File: src/rtl/addsub_arbiter.sv
// Two-requester round-robin front end for the shared 15-bit add/subtract datapath.
// Registers the winning operands, captures the adder result one cycle later and holds it for the owner.
module addsub_arbiter #(
    parameter int WIDTH = 15,
    parameter int CNT_W = 8
) (
    input  logic             clk,
    input  logic             rst_n,
    input  logic [1:0]       req_valid,
    output logic [1:0]       req_ready,
    input  logic [WIDTH-1:0] req_a0,
    input  logic [WIDTH-1:0] req_b0,
    input  logic [WIDTH-1:0] req_a1,
    input  logic [WIDTH-1:0] req_b1,
    input  logic [1:0]       req_sub,
    output logic [WIDTH-1:0] adder_a,
    output logic [WIDTH-1:0] adder_b,
    output logic             adder_c0,
    input  logic [WIDTH-1:0] adder_s,
    input  logic             adder_v,
    output logic [1:0]       rsp_valid,
    input  logic [1:0]       rsp_ready,
    output logic [WIDTH-1:0] rsp_s,
    output logic             rsp_v,
    output logic [CNT_W-1:0] ovf_count
);

    typedef enum logic [1:0] {
        IDLE = 2'd0,
        EXEC = 2'd1,
        RESP = 2'd2
    } state_t;

    state_t           state;
    state_t           state_nxt;
    logic [1:0]       grant;
    logic             accept;
    logic             acc_idx;
    logic [WIDTH-1:0] op_a;
    logic [WIDTH-1:0] op_b;
    logic             op_sub;
    logic             owner;
    logic             prio;
    logic [WIDTH-1:0] res_s;
    logic             res_v;
    logic [CNT_W-1:0] ovf_cnt;

    // Contention resolves to the pointer; a lone valid requester always wins.
    always_comb begin
        // NOTE: every always_comb output gets a default first so no path can infer a latch.
        grant = 2'b00;
        case (req_valid)
            2'b01:   grant = 2'b01;
            2'b10:   grant = 2'b10;
            2'b11:   grant = prio ? 2'b10 : 2'b01;
            default: grant = 2'b00;
        endcase
    end

    assign accept  = |(req_valid & req_ready);
    assign acc_idx = req_ready[1];

    // NOTE: sequential state uses non-blocking assignments so every register samples pre-edge values.
    always_ff @(posedge clk or negedge rst_n) begin
        if (!rst_n) begin
            state <= IDLE;
        end else begin
            state <= state_nxt;
        end
    end

    always_comb begin
        state_nxt = state;
        case (state)
            IDLE:    if (accept) state_nxt = EXEC;
            EXEC:    state_nxt = RESP;
            RESP:    if (rsp_ready[owner]) state_nxt = IDLE;
            default: state_nxt = IDLE;
        endcase
    end

    always_comb begin
        req_ready = 2'b00;
        rsp_valid = 2'b00;
        if (state == IDLE) req_ready = grant;
        if (state == RESP) rsp_valid[owner] = 1'b1;
    end

    always_ff @(posedge clk or negedge rst_n) begin
        if (!rst_n) begin
            op_a   <= '0;
            op_b   <= '0;
            op_sub <= 1'b0;
            owner  <= 1'b0;
            prio   <= 1'b0;
        end else if (state == IDLE && accept) begin
            op_a   <= acc_idx ? req_a1 : req_a0;
            op_b   <= acc_idx ? req_b1 : req_b0;
            op_sub <= req_sub[acc_idx];
            owner  <= acc_idx;
            prio   <= ~acc_idx;
        end
    end

    // The adder has had the whole EXEC cycle to settle on the registered operands.
    always_ff @(posedge clk or negedge rst_n) begin
        if (!rst_n) begin
            res_s   <= '0;
            res_v   <= 1'b0;
            ovf_cnt <= '0;
        end else if (state == EXEC) begin
            res_s <= adder_s;
            res_v <= adder_v;
            if (adder_v && !(&ovf_cnt)) ovf_cnt <= ovf_cnt + {{(CNT_W-1){1'b0}}, 1'b1};
        end
    end

    assign adder_a   = op_a;
    assign adder_b   = op_b;
    assign adder_c0  = op_sub;
    assign rsp_s     = res_s;
    assign rsp_v     = res_v;
    assign ovf_count = ovf_cnt;

endmodule

File: config.mk
export PLATFORM = sky130hd
export DESIGN_NAME = addsub_arbiter
export DESIGN_NICKNAME = d
export VERILOG_FILES = /design/src/rtl/addsub_arbiter.sv
export SDC_FILE = /design/constraint.sdc
export NUM_CORES = 1
export LEC_CHECK = 0
export CAP_MARGIN = 10
export CORE_ASPECT_RATIO = 1.1
export CORE_UTILIZATION = 42
export DETAILED_ROUTE_END_ITERATION = 16
export GPL_TIMING_DRIVEN = 1
export MAX_ROUTING_LAYER = met4
export PLACE_DENSITY_LB_ADDON = 0.3
export SYNTH_ARGS = -nofsm -noshare
export SYNTH_HDL_FRONTEND = slang
export SYNTH_SLANG_ARGS = --single-unit
File: constraint.sdc
create_clock -name clk -period 2.8 [get_ports clk]
set_input_delay 0.42 -clock clk [delete_from_list [all_inputs] [get_ports clk]]
set_output_delay 0.42 -clock clk [all_outputs]
set_load 0.05 [all_outputs]
==> impl_metrics.toml <==
[timing]
min_period_ns = 2.407
final-setup-viol-count = 0
slew_headroom_pct = 62.38
maxSlewViolCount = 0
finalHoldViolations = 0
tns_ns = 0
fin_crit_sh_pct = 85.96
fmaxAchievable_ghz = 0.4155
rsz0062_at_grt = "no"
tightest_slew_ns = 0.5625
clock_skew_ns = 0.01145

[worst_setup_path]
cp_num_buf_inv = 1
start_kind = "flip-flop"
cp_cell_sequence = "or2b_1 -> nor2_1 -> clkdlybuf4s50_1"
r2r-start = "state[0]$_DFFE_PN0P_"
critPathCaptureType = "output port"
cp_top_family = "buffers and inverters"
rrSetupSlack_ns = 1.12
crit_required_ns = 2.38
r2r.worst_path.cells = 4
r2r-end = "adder_a[11]$_DFFE_PN0P_"
cpPeakStageDelay_ns = 0.82
cp.arrival_ns = 1.99
critPathKind = "flip-flop to output port"
crit_fanout = 7
cpMaxStageDelayCell = "clkdlybuf4s50_1"

[die]
start_util_pct = 44.49
io_pins = 143
rows = 29
coreArea_sq_um = 5878
dieArea_sq_um = 6546
fp.dieH_microns = 84.76
die_w_microns = 77.24

[synthesis]
yosys.area_share.xor_xnor_pct = 1.005
synth_fp_nets = 288
syn_area_sq_um = 2615
synthCells = 203
synth-simple-area-share_pct = 13.16
synthAdderAreaFrac_pct = 0.4785
synth_top_flop_cell = "dfrtp_1"
synth_top_family_by_area = "compound AO/OA/AOI/OAI gates"
synthMuxAreaShare_pct = 8.517
synth_area_per_cell_sq_um = 12.88
synth_cell_types = 42
synth_edf_count = 0
seq_area_frac_synth_pct = 56.46
async_flop_share_pct = 100.0
ys_seq_elements = 59
synth_compound_area_share_pct = 16.03
yosys_warnings = 0

[grt]
antenna_found_initial = 0
grt_pass1_vias = 2388
grt_max_degree = 32
grt_usage_pct = 23.31
overflow = 0
grt_pass1_wl_microns = 11440

[cts]
cts_resized = 0
root_buffer = "clkbuf_8"
cts_buffer_depth = 2
clkTransAtPathRegs_ns = 0.06
cts_tree = "built"
cts_buffers = 9
cts_setup_buffers = 0
clk_latency_ns = 0.33
htreeDepth = 3
clkSinkCount = 59
cts-hold-fix-buffers = 0

[worst_hold_path]
holdCritPathClass = "primary input to async pin"

[routing]
detail_route.vias_per_cell = 5.440
wirelength_microns = 7182
route.detailed.drc = 0
vias = 2339
postRouteAntennaNets = 0
drtIter0Drc = 79
routedWlPerCell_microns = 16.70
drt-pass1-iter-count = 4

[finish]
final_cell_mix = "clkdlybuf4s50_1, dfrtp_1, and3_1, a221o_1, mux2_2"
final_common_cell = "clkdlybuf4s50_1"
n_antenna_cell = 0
drive_above_1_share_pct = 18.41
final_nets = 433
area_delta_synth_final_pct = 66.32
design_area_sq_um = 4349

[status]
status = "completed"

[place]
place_area_sq_um = 4123
gp_congestion = 0.7897
hpwl_microns = 5186
port_buffers = 142

[power_and_ir_drop]
max-vdd-ir-drop_uv = 862.3
power_density_nw_per_um2 = 1326
p_leak_nw = 1.914

[run]
cap_violations = 0
-- cell type report --
class / instances / area (sq um)
Multi-Input combinational cell: 124 / 1030
Sequential cell: 59 / 1476
Clock inverter: 5 / 75.07
Fill cell: 425 / 1529
Clock buffer: 11 / 151.4
Tap cell: 77 / 96.34
Timing Repair Buffer: 149 / 1501
Inverter: 5 / 18.77
-- power by group --
| part | switching (W) | leakage (nW) | internal, W |
|---|---|---|---|
| Combinational | 0.00204 | 1.08 | 0.00131 |
| Sequential | 0.000287 | 0.717 | 0.00126 |
| Clock | 0.000330 | 0.119 | 0.000545 |
-- registers in the layout, indices dropped and copies added, names as in the netlist --
signal     flops
rsp_s         15
ovf_count      8
adder_b       15
owner          1
adder_c0       1
state          2
adder_a       15
rsp_v          1
prio           1
-- worst max-delay path by stage --
stage	from	endpoint	slack, ns	cells past startpoint
4_1_cts	state[0]$_DFFE_PN0P_	rsp_valid[1]	0.38	3
3_5_place_dp	req_valid[1]	req_ready[1]	0.64	5
5_1_grt	state[1]$_DFFE_PN0P_	rsp_valid[0]	0.31	3
3_3_place_gp	req_valid[1]	req_ready[1]	0.71	5
2_1_floorplan	state[1]$_DFFE_PN0P_	req_ready[0]	1.05	3
6_report	state[0]$_DFFE_PN0P_	rsp_valid[1]	0.39	3
-- cells by family after synthesis --
kind of cell / after synthesis
simple gates: 54
xor+xnor: 3
compound gates: 46
fa+ha+maj: 1
flops: 59
buf+inv: 20
mux: 20
-- cells in the mapped netlist (2+ instances only) --
library cell  instances  area [sq um]
a221o_1              22         220.2
a21oi_1               5         25.02
o21bai_1              2         15.01
nor3_1                3         15.01
a211oi_1              2         15.01
a32oi_1               2         17.52
and3_2                8         60.06
nand3_1               2         10.01
mux2i_1               2         20.02
clkbuf_1              6         22.52
inv_1                 4         15.01
and3_1               22         137.6
mux2_2               17         191.4
nand2_1               3         11.26
buf_2                 4         20.02
dfrtp_1              59          1476
o2bb2ai_1             2         17.52
xor2_1                2         17.52
nand2b_1              2         12.51
buf_6                 4         45.04
a221o_2               7         78.83
nor2_1                3         11.26
-- stage by stage --
stage	instances	total power, W	setup slack (ns)	hold slack [ns]	util, %
after floorplan	203	0.003745	1.052	0.1244	-
after global placement	414	0.004850	0.7072	0.4652	70.14
after detailed placement	414	0.004908	0.6379	0.4630	70.14
after CTS	430	0.005809	0.3823	0.09852	73.99
after global routing	430	0.006001	0.3143	0.1222	73.99
final	430	0.005765	0.3931	0.1021	73.99
-- layer usage --
metal	track usage, %	vias up	share of wire [%]
li1	-	1073	-
met1	26.84	1172	40
met2	39.26	80	53
met3	4.348	14	4.8
met4	10.63	0	2.7
met5	-	-	0
Note: power is estimated with default switching activity, not from simulation.
